===== config.mk =====
export PLATFORM = sky130hd
export DESIGN_NAME = binary_clock_ws2812
export DESIGN_NICKNAME = d
export VERILOG_FILES = /design/src/rtl/binary_clock_pkg.sv /design/src/rtl/ws2812_bit_tx.sv /design/src/rtl/binary_clock_ws2812.sv
export SDC_FILE = /design/constraint.sdc
export NUM_CORES = 1
export LEC_CHECK = 0
export CAP_MARGIN = 20
export CORE_ASPECT_RATIO = 1.25
export CORE_MARGIN = 2
export CORE_UTILIZATION = 50
export DETAILED_ROUTE_END_ITERATION = 7
export PLACE_DENSITY = 0.74
export SLEW_MARGIN = 10
export SYNTH_ARGS = -nofsm -noshare
export SYNTH_HDL_FRONTEND = slang
export SYNTH_SLANG_ARGS = --single-unit
export TNS_END_PERCENT = 100

===== constraint.sdc =====
create_clock -name clk -period 2.4 [get_ports clk]
set_input_delay 0.48 -clock clk [delete_from_list [all_inputs] [get_ports clk]]
set_output_delay 0.48 -clock clk [all_outputs]
set_load 0.01 [all_outputs]

===== src/rtl/binary_clock_pkg.sv =====
// rtl/binary_clock_pkg.sv - shared widths, FSM encoding and ns-to-cycle helper for the WS2812 clock display
package binary_clock_pkg;

  localparam int COUNT_W = 14;
  localparam int GRB_W   = 24;

  typedef enum logic [2:0] {
    ST_IDLE,
    ST_LOAD,
    ST_HIGH,
    ST_LOW,
    ST_LATCH
  } state_e;

  // Round-to-nearest conversion; 64-bit math keeps CLK_HZ*ns from overflowing.
  function automatic int ns_to_cyc(input longint clk_hz, input longint ns);
    return int'((clk_hz * ns + 500_000_000) / 1_000_000_000);
  endfunction

endpackage


===== src/rtl/ws2812_bit_tx.sv =====
// rtl/ws2812_bit_tx.sv - one WS2812 bit period: high for T0H/T1H cycles, low for the rest of TBIT
module ws2812_bit_tx #(
  parameter int T0H_CYC  = 5,
  parameter int T1H_CYC  = 10,
  parameter int TBIT_CYC = 15
) (
  input  logic clk,
  input  logic reset,
  input  logic go,
  input  logic bit_val,
  output logic dout,
  output logic high_end,
  output logic pre_done,
  output logic bit_done
);

  localparam int CW = $clog2(TBIT_CYC);
  localparam logic [CW-1:0] LAST_CNT = CW'(TBIT_CYC - 1);
  localparam logic [CW-1:0] PRE_CNT  = CW'(TBIT_CYC - 2);
  localparam logic [CW-1:0] H0_CNT   = CW'(T0H_CYC);
  localparam logic [CW-1:0] H1_CNT   = CW'(T1H_CYC);

  logic          active_q, active_d;
  logic          hi_q, hi_d;
  logic          dout_q, dout_d;
  logic [CW-1:0] cnt_q, cnt_d;
  logic [CW-1:0] cnt_nxt;
  logic [CW-1:0] high_cnt;

  assign high_cnt = hi_q ? H1_CNT : H0_CNT;
  assign cnt_nxt  = cnt_q + 1'b1;

  always_comb begin
    active_d = active_q;
    hi_d     = hi_q;
    dout_d   = dout_q;
    cnt_d    = cnt_q;
    // A go in the last cycle of a bit restarts seamlessly, so bits abut with no gap.
    if (go) begin
      active_d = 1'b1;
      hi_d     = bit_val;
      cnt_d    = '0;
      dout_d   = 1'b1;
    end else if (active_q) begin
      if (cnt_q == LAST_CNT) begin
        active_d = 1'b0;
        dout_d   = 1'b0;
        cnt_d    = '0;
      end else begin
        cnt_d  = cnt_nxt;
        dout_d = (cnt_nxt < high_cnt);
      end
    end
  end

  always_ff @(posedge clk) begin
    if (reset) begin
      active_q <= 1'b0;
      hi_q     <= 1'b0;
      dout_q   <= 1'b0;
      cnt_q    <= '0;
    end else begin
      active_q <= active_d;
      hi_q     <= hi_d;
      dout_q   <= dout_d;
      cnt_q    <= cnt_d;
    end
  end

  assign dout     = dout_q;
  assign high_end = active_q && (cnt_q == high_cnt - 1'b1);
  assign pre_done = active_q && (cnt_q == PRE_CNT);
  assign bit_done = active_q && (cnt_q == LAST_CNT);

endmodule


===== src/rtl/binary_clock_ws2812.sv =====
// rtl/binary_clock_ws2812.sv - snapshots the packed time word and streams it as 16 GRB pixels to a WS2812 matrix
module binary_clock_ws2812
  import binary_clock_pkg::*;
#(
  parameter int CLK_HZ     = 12_000_000,
  parameter int T0H_NS     = 400,
  parameter int T1H_NS     = 800,
  parameter int TBIT_NS    = 1250,
  parameter int TLATCH_US  = 80,
  parameter int NUM_PIXELS = 16
) (
  input  logic               clk,
  input  logic               reset,
  input  logic               refresh,
  input  logic [COUNT_W-1:0] count,
  input  logic [GRB_W-1:0]   on_grb,
  input  logic [GRB_W-1:0]   off_grb,
  output logic               dout,
  output logic               busy,
  output logic               done
);

  localparam int T0H_CYC   = ns_to_cyc(CLK_HZ, T0H_NS);
  localparam int T1H_CYC   = ns_to_cyc(CLK_HZ, T1H_NS);
  localparam int TBIT_CYC  = ns_to_cyc(CLK_HZ, TBIT_NS);
  localparam int LATCH_CYC = int'(longint'(CLK_HZ) * longint'(TLATCH_US) / 1_000_000);
  localparam int PW        = $clog2(NUM_PIXELS);
  localparam int LW        = $clog2(LATCH_CYC);
  localparam int BW        = $clog2(GRB_W);

  localparam logic [PW-1:0] LAST_PIX   = PW'(NUM_PIXELS - 1);
  localparam logic [LW-1:0] LATCH_PRE  = LW'(LATCH_CYC - 2);
  localparam logic [LW-1:0] LATCH_LAST = LW'(LATCH_CYC - 1);
  localparam logic [BW-1:0] MSB_IDX    = BW'(GRB_W - 1);

  state_e             state_q, state_d;
  logic [COUNT_W-1:0] count_sh_q, count_sh_d;
  logic [GRB_W-1:0]   on_sh_q, on_sh_d;
  logic [GRB_W-1:0]   off_sh_q, off_sh_d;
  logic [GRB_W-1:0]   shift_q, shift_d;
  logic [BW-1:0]      bit_idx_q, bit_idx_d;
  logic [PW-1:0]      pixel_q, pixel_d;
  logic [LW-1:0]      latch_cnt_q, latch_cnt_d;
  logic               busy_q, busy_d;
  logic               done_q, done_d;

  logic                  go;
  logic                  bit_val;
  logic                  high_end;
  logic                  pre_done;
  logic                  bit_done;
  logic [NUM_PIXELS-1:0] pix_bits;
  logic [GRB_W-1:0]      load_colour;

  // Pixels above the count width see zero-extended bits and so always render off.
  assign pix_bits    = NUM_PIXELS'(count_sh_q);
  assign load_colour = pix_bits[pixel_q] ? on_sh_q : off_sh_q;

  always_comb begin
    state_d     = state_q;
    count_sh_d  = count_sh_q;
    on_sh_d     = on_sh_q;
    off_sh_d    = off_sh_q;
    shift_d     = shift_q;
    bit_idx_d   = bit_idx_q;
    pixel_d     = pixel_q;
    latch_cnt_d = latch_cnt_q;
    busy_d      = busy_q;
    done_d      = 1'b0;
    go          = 1'b0;
    bit_val     = shift_q[GRB_W-2];
    case (state_q)
      ST_IDLE: begin
        if (refresh) begin
          count_sh_d = count;
          on_sh_d    = on_grb;
          off_sh_d   = off_grb;
          pixel_d    = '0;
          busy_d     = 1'b1;
          state_d    = ST_LOAD;
        end
      end
      ST_LOAD: begin
        go        = 1'b1;
        bit_val   = load_colour[GRB_W-1];
        shift_d   = load_colour;
        bit_idx_d = MSB_IDX;
        state_d   = ST_HIGH;
      end
      ST_HIGH: begin
        if (high_end) begin
          state_d = ST_LOW;
        end
      end
      ST_LOW: begin
        // LOAD steals the final low cycle of a pixel's last bit so pixels abut.
        if (bit_idx_q == '0) begin
          if (pixel_q == LAST_PIX) begin
            if (bit_done) begin
              latch_cnt_d = '0;
              state_d     = ST_LATCH;
            end
          end else if (pre_done) begin
            pixel_d = pixel_q + 1'b1;
            state_d = ST_LOAD;
          end
        end else if (bit_done) begin
          go        = 1'b1;
          shift_d   = shift_q << 1;
          bit_idx_d = bit_idx_q - 1'b1;
          state_d   = ST_HIGH;
        end
      end
      ST_LATCH: begin
        latch_cnt_d = latch_cnt_q + 1'b1;
        if (latch_cnt_q == LATCH_PRE) begin
          done_d = 1'b1;
          busy_d = 1'b0;
        end
        if (latch_cnt_q == LATCH_LAST) begin
          latch_cnt_d = '0;
          state_d     = ST_IDLE;
        end
      end
      default: state_d = ST_IDLE;
    endcase
  end

  always_ff @(posedge clk) begin
    if (reset) begin
      state_q     <= ST_IDLE;
      count_sh_q  <= '0;
      on_sh_q     <= '0;
      off_sh_q    <= '0;
      shift_q     <= '0;
      bit_idx_q   <= '0;
      pixel_q     <= '0;
      latch_cnt_q <= '0;
      busy_q      <= 1'b0;
      done_q      <= 1'b0;
    end else begin
      state_q     <= state_d;
      count_sh_q  <= count_sh_d;
      on_sh_q     <= on_sh_d;
      off_sh_q    <= off_sh_d;
      shift_q     <= shift_d;
      bit_idx_q   <= bit_idx_d;
      pixel_q     <= pixel_d;
      latch_cnt_q <= latch_cnt_d;
      busy_q      <= busy_d;
      done_q      <= done_d;
    end
  end

  ws2812_bit_tx #(
    .T0H_CYC  (T0H_CYC),
    .T1H_CYC  (T1H_CYC),
    .TBIT_CYC (TBIT_CYC)
  ) u_bit_tx (
    .clk      (clk),
    .reset    (reset),
    .go       (go),
    .bit_val  (bit_val),
    .dout     (dout),
    .high_end (high_end),
    .pre_done (pre_done),
    .bit_done (bit_done)
  );

  assign busy = busy_q;
  assign done = done_q;

endmodule

After elaboration in Yosys (flattened, before gate mapping)
Cells that the tools add are included.
{"block": "op_classes", "n_reduce_logical": 18, "eq_ne": 23, "mux": 44, "add_sub_neg": 5, "n_bitwise": 1, "magnitude_cmp": 2}
{"operator": "$mux W23", "count": 2}
{"operator": "$pmux W23 S2", "count": 1}
{"operator": "$mux W10", "count": 4}
{"operator": "$mux W24", "count": 1}
{"operator": "$mux W3", "count": 8}
{"operator": "$mux W4", "count": 6}
{"operator": "$eq A10 B10 Y1 const B", "count": 2}
{"operator": "$ne A2 B2 Y1 const B", "count": 10}
{"operator": "$pmux W10 S2", "count": 1}
{"operator": "$pmux W3 S5", "count": 1}
{"operator": "$mux W1", "count": 13}
{"operator": "$eq A4 B4 Y1 const B", "count": 3}
{"operator": "$add A10 B1 Y10 const B", "count": 1}
{"operator": "$mux W5", "count": 2}
{"operator": "$pmux W5 S2", "count": 1}
{"operator": "$reduce_bool A2 Y1", "count": 5}
{"operator": "$add A4 B1 Y4 const B", "count": 2}
{"operator": "$pmux W4 S2", "count": 1}
{"operator": "$eq A3 B2 Y1 const B", "count": 2}
{"operator": "$ne A3 B3 Y1 const B", "count": 2}
{"operator": "$reduce_and A3 Y1", "count": 2}
{"operator": "$reduce_and A6 Y1", "count": 1}
{"operator": "$logic_not A5 Y1", "count": 1}
{"operator": "$lt A4 B5 Y1 const B", "count": 1}
{"operator": "16 further kinds", "count": 20}
{"block": "word_totals", "output_inout_bits": 3, "regBits": 116, "word_cells": 107}

Logic depth before layout (Yosys ltp)
{"block": "depth", "word_depth": 6, "ltp_mapped": 9}

Hierarchy
Synthesis repeated with hierarchy kept, for this count alone.
{"block": "unflattened", "hier_cells": 718, "hier_area_um2": 5895.7}
{"module": "binary_clock_ws2812", "cells_per_inst": 662, "n_inst": 1, "area_per_inst_um2": 5378.9, "seq_area_each_um2": 2182.1}
{"module": "ws2812_bit_tx", "cells_per_inst": 56, "n_inst": 1, "area_per_inst_um2": 516.7, "seq_area_each_um2": 140.1}

Least setup slack after synthesis
Ideal clock, no wire load.
{"block": "synth_path", "path_kind": "register -> register", "from": "register pixel_q[0]", "to": "register shift_q[11]", "setup_time_ps": 122, "arrival_ps": 1940, "t_required_ps": 2278, "path_buffers": 1, "stages_incl_launch_ff": 6, "path_slack_ps": 339, "cell_sequence": "dfxtp_1 -> mux4_2 -> a221o_1 -> and3_4 -> buf_6 -> a221o_1"}
{"block": "synth_via", "elab_chain_cells": 4}
{"item": "from (decl)", "line_no": "binary_clock_ws2812.sv:42", "text": "logic [PW-1:0] pixel_q, pixel_d;"}
{"item": "from (signal assigned)", "line_no": "binary_clock_ws2812.sv:148", "text": "pixel_q <= pixel_d;"}
{"item": "$bmux W1 S4", "line_no": "binary_clock_ws2812.sv:57", "text": "assign load_colour = pix_bits[pixel_q] ? on_sh_q : off_sh_q;"}
{"item": "$mux W1 (not written as such)", "line_no": "binary_clock_ws2812.sv:57"}
{"item": "$mux W24", "line_no": "binary_clock_ws2812.sv:57"}
{"item": "$pmux W23 S2", "line_no": "binary_clock_ws2812.sv:72", "text": "case (state_q)"}
{"item": "to (signal assigned)", "line_no": "binary_clock_ws2812.sv:146", "text": "shift_q <= shift_d;"}
{"item": "to (decl)", "line_no": "binary_clock_ws2812.sv:40", "text": "logic [GRB_W-1:0] shift_q, shift_d;"}
No other way between the ends. The select of a mux whose other input is x is not followed.
A chain may end at the register's enable or synchronous reset.

Worst setup path in the final report
{"block": "layout_path", "from": "register bit_idx_q[0]", "to": "register shift_q[14]"}
{"block": "layout_via", "elab_chain_cells": 3}
{"item": "from (decl)", "line_no": "binary_clock_ws2812.sv:41", "text": "logic [BW-1:0] bit_idx_q, bit_idx_d;"}
{"item": "from (signal assigned)", "line_no": "binary_clock_ws2812.sv:147", "text": "bit_idx_q <= bit_idx_d;"}
{"item": "$logic_not A5 Y1", "line_no": "binary_clock_ws2812.sv:97", "text": "if (bit_idx_q == '0) begin"}
{"item": "$ne A2 B2 Y1 (no line)"}
{"item": "$reduce_and A3 Y1 (no line)"}
No other way between the ends.

==> results summary <==
The run finished with clean final reports. The antenna violation net count after detailed routing is 0. The worst supply voltage drop on vdd came out at 0.0004444 V. The number of pins with negative max-slew slack in the final report came to 0. Derived from the worst setup path, the maximum achievable clock frequency is 0.4466 GHz. The overall routing resource usage came out at between 20% and 30%. The leakage dissipation came out at about 2.4 nW.

The setup-violating endpoint count in the final report came out at 0. The critical path arrival is 2.53 ns. After synthesis the cells add up to 5066 µm².

The final cycle utilization of the critical path is around 93%. The area growth from synthesis to final layout is 28.01%. The type of destination of the critical path is a flip-flop. The number of design-rule violations left by the first detailed-router iteration is about 220. The net load switching power came out at between 1 and 1.5 mW.

The count of maximum capacitance violations came out at 0. The core area came out at roughly 10000 µm². The multi-input gate area in the final layout came out at ~2500 µm². The hold violation count in the final report was 0. The root buffer cell chosen for the clock tree is clkbuf_16.

The maximum level of the CTS H-tree came out at 4. The clock network burns 46.8% of the power. The Yosys step of the flow raised 0 warnings. The final weighted congestion in routability-driven placement is 0.8470. The first global-routing pass estimated roughly 19000 µm of wire.

In the synthesized netlist the async set-or-reset flop fraction comes to 0%. The combinational fraction of design power is 12.6%. Dividing the synthesized area by the synthesized cell count gives 8.360 µm².

The minimum clock period is 2.239 ns. The worst clock skew is 0.02123 ns. Of the total power, the share spent switching nets is 24.01%. The share of layout cells above drive strength 1 came out at 9.398%.

Entering global routing, the biggest net connects 47 pins. The pre-antenna-repair detailed-routing pass consisted of 6 iterations. The worst slack after detailed placement is ~0.16 ns. The worst max-slew margin expressed relative to the limit came out at approximately half. The count of buffers inserted at the top-level ports came out at 67. The synthesized netlist net count came out at 682. The total detailed-routing wirelength came out at roughly 11000 µm. The post-route total power is 5.283 mW. For this run, the leading register cell type out of synthesis is dfxtp_1.

The final route contains 4488 vias. The actual transition at the worst max-transition pin came out at 0.7274 ns. The number of library cell types mapped by synthesis came out at 60. Setup repair after global routing left no endpoint under its margin. The filler cell count in the final layout is 835. The flip-flop and latch area came out at 2322 µm².

The die covers 10960 µm². Cell internal power was estimated by the tool at 4.015 mW. The worst setup path is of the flip-flop to flip-flop kind. For this configuration, the core starts out at a cell density of 50.64%. The sequential element share of the synthesized area came out at 45.84%. After detailed routing, the number of vias per cell comes to 5.541.

The post-detailed-placement cell area came out at 5901 µm². The post-synthesis sequential element count is ~120. Along the worst path, the maximum fanout reaches 26.

The path class of the tightest hold or removal check is flip-flop to flip-flop. The synthesized instance count is 606. Registers are responsible for between 40% and 50% of the overall power. TritonCTS created 17 clock buffers.

The repair_antennas step left the layout with diodes totalling 0. The worst setup path is launched from a flip-flop. The buffer depth of the longest clock path is 2. The area of all placed cells without fillers is 6485 µm². The number of antenna violations at the first check in global routing came out at 0. The final layout net count came out at 744. The horizontal die dimension came out at 94.03 µm.

The required arrival time at the worst endpoint is 2.70 ns. The global-route congestion overflow total came out at 0. In this run the core area contains slightly above 40 standard-cell rows. Ranked by total cell area, the synthesized netlist is headed by dfxtp_1, nand2_1, a21oi_1. The number of global-route vias before repair is 4318.

The DRC violations left is 0. The cell count after placement is around 780. The number of buffers inserted for hold repair after clock tree synthesis came out at 0.

dfxtp_1 takes more of the synthesized area than any other cell. The later-pin clock latency in the skew report is 0.42 ns. Power spread over the standard cell area amounts to between 800 and 900 nW/µm².

The vertical die dimension came out at 116.5 µm. The routed length per placed instance is 14.13 µm. The share of Yosys cell area claimed by the top area cell type is a little under half. The sum of negative setup slack came out at 0 ns. The number of standard cells in the layout, taps in and fillers out is 810. Once the clock tree was built, the resizer swapped 0 gates to a different size. The worst path setup slack after routing came out at between 0.15 and 0.2 ns. The TritonCTS clock tree is built. The number of enable flip-flop cells after synthesis is 0. Detailed placement ended at an HPWL of 7635 µm. 68 I/O pins were placed.

For this design, the sink count on the clock tree is 116. Clock-pin slew was measured on the worst setup and hold paths at around 0.050 ns. The number of buffers added for setup after CTS came out at 0.
==> worst max-delay path: stages, from the launching register on <==
cell	delay, ns
dfxtp_1	0.35
inv_1	0.08
ha_1	0.23
nor4b_2	0.16
buf_4	0.17
o31a_1	0.35
buf_12	0.19
a22oi_1	0.23
nor2_1	0.07
a221o_1	0.29
==> worst paths after layout <==
kind	start	slack, ns	endpoint	cells past startpoint
max	bit_idx_q[0]	0.16	shift_q[14]	9
min	off_sh_q[20]	0.44	shift_q[20]	2
max reg2reg	bit_idx_q[0]	0.16	shift_q[14]	9
min reg2reg	off_sh_q[20]	0.44	shift_q[20]	2
==> layout by cell type, fill, tap and decap left out, types with 9 or more instances in the layout <==
master	instances
a22oi_1	22
nor2_1	42
nand2_1	141
a221o_1	22
ha_1	11
nand3_1	9
buf_4	14
dfxtp_1	116
a21oi_1	77
clkdlybuf4s50_1	66
inv_1	13
o21ai_0	12
nor3_1	12
clkbuf_16	17
==> power by group through the flow <==
| stage | Clock (mW) | Sequential [mW] | Combinational, mW |
|---|---|---|---|
| floorplan | 0 | 2.15 | 0.422 |
| global placement | 0 | 2.18 | 0.650 |
| finish | 2.47 | 2.15 | 0.663 |
| global route | 2.60 | 2.16 | 0.740 |
| CTS | 2.51 | 2.15 | 0.670 |
| detailed placement | 0 | 2.19 | 0.666 |
==> registers in the layout, summed over array words and instances, names as in the netlist <==
register           cells
latch_cnt_q           10
state_q                3
on_sh_q               24
pixel_q                4
shift_q               23
u_bit_tx.active_q      1
u_bit_tx.hi_q          1
busy                   1
count_sh_q            14
bit_idx_q              5
done                   1
u_bit_tx.dout          1
off_sh_q              24
u_bit_tx.cnt_q         4
==> synth_stat cells (3+ instances only) <==
cell and instances:
a21oi_1 78, a22oi_1 22, o21ai_0 12, nand4_1 7
nand2_1 141, xnor2_1 3, a31oi_1 3, nand3_1 10
nor3_1 12, inv_1 13, nor2b_1 4, and2_1 3
clkbuf_1 26, xor2_1 3, a221o_1 22, buf_2 10
buf_6 3, a311oi_1 4, mux4_2 3, a211oi_1 3
nor2_1 42, ha_1 11, dfxtp_1 116, or3_1 4
nand2b_1 4
==> through the flow <==
stage	util, %	hold slack, ns
floorplan	-	0.4226
global placement	58.99	0.4332
detailed placement	58.99	0.4348
CTS	64.83	0.4417
global route	64.83	0.4639
finish	64.83	0.4407
==> kinds of logic after synthesis <==
group / share of synthesized area, %
XOR/XNOR: 1.037
buffers and inverters: 4.693
flip-flops: 45.84
multiplexers: 1.951
adder cells (fa/ha/maj): 2.717
AND/OR/NAND/NOR: 22.43
AO/OA/AOI/OAI: 21.34
==> per-layer routing <==
layer	global-route usage, %	vias to the layer above	routed length, µm
met5	0	-	0
met4	8.502	0	102
met3	6.258	9	473
met2	38.62	94	6021
met1	25.58	2111	4844
li1	-	2274	-
==> final cells by class <==
cell class                 count  share of cell area (%)
multi-input combinational    436                   38.90
clock inverter                11                   2.064
sequential                   116                   35.81
inverter                      13                  0.7525
tap                          129                   2.489
clock buffer                  21                   6.946
timing repair buffer          84                   13.04
(Power assumes the default switching activity.)
